## src/rtl/spi_slave_pkg.sv

```systemverilog
// rtl/spi_slave_pkg.sv - shared types and sizing helpers for the SPI mode-0 slave transceiver
package spi_slave_pkg;

    typedef enum logic [0:0] {
        ST_IDLE  = 1'b0,
        ST_SHIFT = 1'b1
    } state_t;

    // Smallest width able to hold the value n (clog2(n+1)), never below one bit.
    function automatic int cnt_width(input int n);
        int w;
        w = 0;
        while ((1 << w) < (n + 1)) begin
            w++;
        end
        return (w < 1) ? 1 : w;
    endfunction

endpackage

```

## src/rtl/sync_bit.sv

```systemverilog
// rtl/sync_bit.sv - multi-stage flip-flop synchronizer for one asynchronous input bit
module sync_bit #(
    parameter int   STAGES = 2,
    parameter logic INIT   = 1'b0
) (
    input  logic clk,
    input  logic rst,
    input  logic d_i,
    output logic q_o
);

    logic [STAGES-1:0] sync_q;

    always_ff @(posedge clk) begin
        if (rst) begin
            sync_q <= {STAGES{INIT}};
        end else begin
            sync_q <= {sync_q[STAGES-2:0], d_i};
        end
    end

    assign q_o = sync_q[STAGES-1];

endmodule

```

## src/rtl/spi_slave_xcvr.sv

```systemverilog
// rtl/spi_slave_xcvr.sv - SPI mode-0 slave transceiver with one-entry tx holding register
// Bit order is MSB first; defining SPI_SLAVE_LSB_FIRST_EN makes both directions LSB first.
module spi_slave_xcvr
    import spi_slave_pkg::*;
#(
    parameter int                DATA_W      = 8,
    parameter int                SYNC_STAGES = 2,
    parameter logic [DATA_W-1:0] IDLE_WORD   = 'hFF
) (
    input  logic              clk,
    input  logic              rst,
    input  logic              spi_sclk,
    input  logic              spi_csn,
    input  logic              spi_mosi,
    output logic              spi_miso,
    output logic              spi_miso_oe,
    input  logic [DATA_W-1:0] tx_data,
    input  logic              tx_valid,
    output logic              tx_ready,
    output logic [DATA_W-1:0] rx_data,
    output logic              rx_valid,
    output logic              tx_underrun,
    output logic              busy
);

    localparam int CNT_W = cnt_width(DATA_W);
`ifdef SPI_SLAVE_LSB_FIRST_EN
    localparam int TX_BIT = 0;
`else
    localparam int TX_BIT = DATA_W - 1;
`endif

    logic sclk_s, csn_s, mosi_s;
    logic sclk_prev_q, csn_prev_q;
    logic sclk_rise, sclk_fall, csn_fall;

    sync_bit #(.STAGES(SYNC_STAGES), .INIT(1'b0)) u_sync_sclk (
        .clk(clk), .rst(rst), .d_i(spi_sclk), .q_o(sclk_s)
    );
    sync_bit #(.STAGES(SYNC_STAGES), .INIT(1'b1)) u_sync_csn (
        .clk(clk), .rst(rst), .d_i(spi_csn), .q_o(csn_s)
    );
    sync_bit #(.STAGES(SYNC_STAGES), .INIT(1'b0)) u_sync_mosi (
        .clk(clk), .rst(rst), .d_i(spi_mosi), .q_o(mosi_s)
    );

    assign sclk_rise = sclk_s & ~sclk_prev_q;
    assign sclk_fall = ~sclk_s & sclk_prev_q;
    assign csn_fall  = ~csn_s & csn_prev_q;

    state_t            state_q, state_d;
    logic [CNT_W-1:0]  bit_cnt_q, bit_cnt_d, bit_cnt_inc;
    logic              started_q, started_d;
    logic [DATA_W-1:0] tx_shift_q, tx_shift_d, tx_shifted;
    logic [DATA_W-1:0] rx_shift_q, rx_shift_d, rx_next;
    logic [DATA_W-1:0] rx_data_q, rx_data_d;
    logic              rx_valid_q, rx_valid_d;
    logic              underrun_q, underrun_d;
    logic [DATA_W-1:0] hold_q, hold_d;
    logic              hold_full_q, hold_full_d;
    logic              load, hold_wr;

`ifdef SPI_SLAVE_LSB_FIRST_EN
    assign rx_next    = {mosi_s, rx_shift_q[DATA_W-1:1]};
    assign tx_shifted = {1'b0, tx_shift_q[DATA_W-1:1]};
`else
    assign rx_next    = {rx_shift_q[DATA_W-2:0], mosi_s};
    assign tx_shifted = {tx_shift_q[DATA_W-2:0], 1'b0};
`endif

    assign bit_cnt_inc = bit_cnt_q + CNT_W'(1);
    assign hold_wr     = tx_valid & ~hold_full_q;

    always_comb begin
        state_d    = state_q;
        bit_cnt_d  = bit_cnt_q;
        started_d  = started_q;
        tx_shift_d = tx_shift_q;
        rx_shift_d = rx_shift_q;
        rx_data_d  = rx_data_q;
        rx_valid_d = 1'b0;
        underrun_d = 1'b0;
        load       = 1'b0;

        case (state_q)
            ST_IDLE: begin
                if (csn_fall) begin
                    state_d    = ST_SHIFT;
                    load       = 1'b1;
                    bit_cnt_d  = '0;
                    started_d  = 1'b0;
                    rx_shift_d = '0;
                end
            end
            ST_SHIFT: begin
                if (csn_s) begin
                    state_d   = ST_IDLE;
                    bit_cnt_d = '0;
                    started_d = 1'b0;
                end else if (sclk_rise) begin
                    rx_shift_d = rx_next;
                    started_d  = 1'b1;
                    if (bit_cnt_inc == CNT_W'(DATA_W)) begin
                        rx_data_d  = rx_next;
                        rx_valid_d = 1'b1;
                        bit_cnt_d  = '0;
                    end else begin
                        bit_cnt_d = bit_cnt_inc;
                    end
                end else if (sclk_fall) begin
                    if (bit_cnt_q != '0) begin
                        tx_shift_d = tx_shifted;
                    end else if (started_q) begin
                        // Word boundary inside a frame: next word must be on MISO before the next rise.
                        load = 1'b1;
                    end
                end
            end
            default: state_d = ST_IDLE;
        endcase

        if (load) begin
            if (hold_full_q) begin
                tx_shift_d = hold_q;
            end else begin
                tx_shift_d = IDLE_WORD;
                underrun_d = 1'b1;
            end
        end

        hold_d      = hold_wr ? tx_data : hold_q;
        hold_full_d = hold_wr | (hold_full_q & ~load);
    end

    always_ff @(posedge clk) begin
        if (rst) begin
            sclk_prev_q <= 1'b0;
            csn_prev_q  <= 1'b1;
            state_q     <= ST_IDLE;
            bit_cnt_q   <= '0;
            started_q   <= 1'b0;
            tx_shift_q  <= '0;
            rx_shift_q  <= '0;
            rx_data_q   <= '0;
            rx_valid_q  <= 1'b0;
            underrun_q  <= 1'b0;
            hold_q      <= '0;
            hold_full_q <= 1'b0;
        end else begin
            sclk_prev_q <= sclk_s;
            csn_prev_q  <= csn_s;
            state_q     <= state_d;
            bit_cnt_q   <= bit_cnt_d;
            started_q   <= started_d;
            tx_shift_q  <= tx_shift_d;
            rx_shift_q  <= rx_shift_d;
            rx_data_q   <= rx_data_d;
            rx_valid_q  <= rx_valid_d;
            underrun_q  <= underrun_d;
            hold_q      <= hold_d;
            hold_full_q <= hold_full_d;
        end
    end

    assign spi_miso_oe = (state_q == ST_SHIFT);
    assign spi_miso    = (state_q == ST_SHIFT) ? tx_shift_q[TX_BIT] : 1'b1;
    assign tx_ready    = ~hold_full_q;
    assign rx_data     = rx_data_q;
    assign rx_valid    = rx_valid_q;
    assign tx_underrun = underrun_q;
    assign busy        = ~csn_s;

endmodule

```

## config.mk

```make
export PLATFORM = sky130hd
export DESIGN_NAME = spi_slave_xcvr
export DESIGN_NICKNAME = d
export VERILOG_FILES = /design/src/rtl/spi_slave_pkg.sv /design/src/rtl/sync_bit.sv /design/src/rtl/spi_slave_xcvr.sv
export SDC_FILE = /design/constraint.sdc
export NUM_CORES = 1
export LEC_CHECK = 0
export ABC_CLOCK_PERIOD_IN_PS = 1900
export BUFFER_PORTS_ARGS = -buffer_cell sky130_fd_sc_hd__buf_2
export CAP_MARGIN = 20
export CELL_PAD_IN_SITES_DETAIL_PLACEMENT = 1
export CELL_PAD_IN_SITES_GLOBAL_PLACEMENT = 1
export CORE_MARGIN = 8
export CORE_UTILIZATION = 40
export DETAILED_ROUTE_END_ITERATION = 6
export GPL_TIMING_DRIVEN = 0
export HOLD_SLACK_MARGIN = 0.1
export MAX_ROUTING_LAYER = met4
export PLACE_DENSITY_LB_ADDON = 0.1
export SLEW_MARGIN = 10
export SYNTH_ARGS = -nofsm -noshare
export SYNTH_HDL_FRONTEND = slang
export SYNTH_SLANG_ARGS = --single-unit
```

## constraint.sdc

```tcl
create_clock -name clk -period 1.9 [get_ports clk]
set_input_delay 0.38 -clock clk [delete_from_list [all_inputs] [get_ports clk]]
set_output_delay 0.38 -clock clk [all_outputs]
set_load 0.05 [all_outputs]
```

==> flow_summary.ini <==
[critical_path]
required_ns = 1.52
max_stage_delay_ns = 0.34
path_cells = clkbuf_1 -> inv_1 -> buf_2
endpoint_kind = output pin
reg2regPathDepth = 7
cp_max_fo = 10
path_class = reg2out
worstPathArrival_ns = 1.33
cp_top_family = buffers and inverters
path_buf_inv = 3
cp_slowest_cell = dfxtp_1
cp.depth = 3
cp-start-kind = flip-flop

[synthesis]
ys_top_cells_by_area = dfxtp_1, a21oi_1, nand2_1
ys_types = 35
ys_seq_area_frac = 0.475
ys_ff_latch = 48
syn_area_sq_mm = 0.00202
ys_warn_count = 0
netlist.area_leader.share = 0.475
synth_cells = 235
yosys.area.top_type = dfxtp_1
synthesis.nets = 252
syn-mean-instance-area_sq_um = 8.61

[finish]
layout_commonest_cell = dfxtp_1
drive_gt1_frac = 0.196
final_util = 0.478
antennaDiodeCount = 0
area_growth_pct = 18.2
instances_no_fill = 341
finalNetCount = 287
final_cell_mix = dfxtp_1, nand2_1, a21oi_1, buf_2, nand2b_1

[clock_tree]
cts_num_sinks = 48
cts_tree = done
cts_htree_levels = 2
clk_pin_slew_ns = 0.08
clk_latency_ns = 0.30
holdBufCountCts = 0
clockBufferDepth = 2
cts_buffers = 5
clockRootBuffer = clkbuf_8

[sta]
setup_ws_ns = 0.191
finalHoldViolations = 0
tightest_slew_ns = 0.535
rsz0062_at_grt = no
slew_violations = 0
max_freq_mhz = 585
setup_viol = 0
slew_headroom = 0.643
period_minus_slack_ns = 1.71
finClkSkew_ns = 0.00893
setup_tns_ns = 0
finalCritPeriodShare = 0.900

[placement]
port_buffers = 27
hpwlAfterDp_microns = 3330
gp_routability_congestion = 0.773
placedCellCount = 332
dp_worst_setup_slack_ns = -0.0267

[global_routing]
grt_pass1_vias = 1699
met2_usage = 0.216
grt_util_met1 = 0.153
top_usage_layer = met2
antenna_found_initial = 0
gr-total-overflow = 0
grt_use_met3 = 0.0358
grt_pass1_wl_microns = 7750
grt_max_degree = 15
grt_usage = 0.134

[drt]
drc = 0
avgViaCountPerCell = 4.79
via_count = 1634
first_pass_iters = 4
drt-initial-drc-count = 85
wl_per_cell_microns = 13.2
routed_wl_microns = 4500
antenna_left = 0

[power_and_ir_drop]
power_w = 0.00194
p_per_area_mw_per_mm2 = 812
vdd.ir_drop.worst_mv = 0.392
p_leak_nw = 0.918

[floorplanning]
start_util = 0.404
chipHeight_microns = 87.1
die_w_microns = 87.1
dieArea_sq_mm = 0.00759
coreArea_sq_mm = 0.00501
fp-row-count = 26
io_pins = 28

[hold_path]
hp-class = in2reg
holdPathStages = 2

[outcome]
status = finished clean

[flow_run]
cap_violations = 0
power by group:
part / switching [W] / total [W] / leakage, nW / internal, W
combinational: 0.000100 / 0.000161 / 0.471 / 0.0000605
clock: 0.000340 / 0.000731 / 0.0552 / 0.000391
sequential: 0.0000167 / 0.00105 / 0.392 / 0.00103
total: 0.000457 / 0.00194 / 0.918 / 0.00149
routing by layer:
metal,routed length (microns),vias up
li1,-,852
met2,2040,23
met1,2200,753
met4,78,0
met3,186,6
met5,0,-
registers in the layout, summed over array words and instances, names as in the netlist:
name and flops:
started_q 1, sclk_prev_q 1, spi_miso_oe 1, u_sync_csn.sync_q 2, rx_valid 1, rx_shift_q 7, u_sync_sclk.sync_q 2, hold_q 8
tx_shift_q 8, rx_data 8, csn_prev_q 1, u_sync_mosi.sync_q 2, bit_cnt_q 4, tx_underrun 1, hold_full_q 1
final cells by class:
class,count,area (sq um)
Buffer,11,68.8
Clock buffer,6,72.6
Timing Repair Buffer,28,143
Sequential cell,48,963
Fill cell,635,2620
Multi-Input combinational cell,164,977
Tap cell,70,87.6
Inverter,12,45.0
Clock inverter,2,35.0
timing repair:
item / CTS / global route
pin swaps: 0 / 1
endpoints found under the setup margin: 7 / 16
gates resized for setup: 2 / 5
setup buffers: 0 / 1
synthesized netlist by cell type, drive strengths merged:
| cell type | count |
|---|---|
| mux2 | 1 |
| nand2b | 19 |
| nor2 | 11 |
| nand4 | 1 |
| dfxtp | 48 |
| nor3 | 3 |
| nand2 | 37 |
| o31a | 1 |
| nor4b | 1 |
| nand3 | 9 |
| a21oi | 38 |
| a2111o | 1 |
| o21ai | 11 |
| buf | 5 |
| a22o | 2 |
| nand4bb | 1 |
| clkbuf | 6 |
| o21a | 1 |
| mux2i | 8 |
| ha | 3 |
| o31ai | 1 |
| a211oi | 1 |
| inv | 12 |
| nand3b | 2 |
| or2 | 3 |
| nor2b | 7 |
| o211ai | 1 |
| a21boi | 1 |
logic make-up (layout without fill, tap and decap cells):
| kind of cell | count (synthesis) | in the layout | synth area share |
|---|---|---|---|
| AOI/OAI and AO/OA | 58 | 58 | 0.160 |
| adders and majority gates | 3 | 3 | 0.0185 |
| buffers and inverters | 23 | 59 | 0.0562 |
| DFF | 48 | 48 | 0.475 |
| muxes | 9 | 9 | 0.0470 |
| and+or+nand+nor | 94 | 94 | 0.244 |
through the flow:
stage          hold WS (ns)  area (sq um)
2_1_floorplan         0.389          2020
3_3_place_gp          0.404          2250
3_5_place_dp          0.403          2250
4_1_cts               0.247          2360
5_1_grt               0.261          2390
6_report              0.259          2390
worst paths after layout:
| check | startpoint | end | slack [ns] |
|---|---|---|---|
| min reg2reg | u_sync_csn.sync_q[0]$_SDFF_PP1_ | u_sync_csn.sync_q[1]$_SDFF_PP1_ | 0.41 |
| max | hold_full_q$_SDFF_PP0_ | tx_ready | 0.19 |
| min | spi_csn | u_sync_csn.sync_q[0]$_SDFF_PP1_ | 0.26 |
| max reg2reg | bit_cnt_q[0]$_SDFFE_PP0P_ | tx_shift_q[1]$_SDFFE_PP0P_ | 0.23 |
No activity file was read; power rests on OpenSTA's default activity.
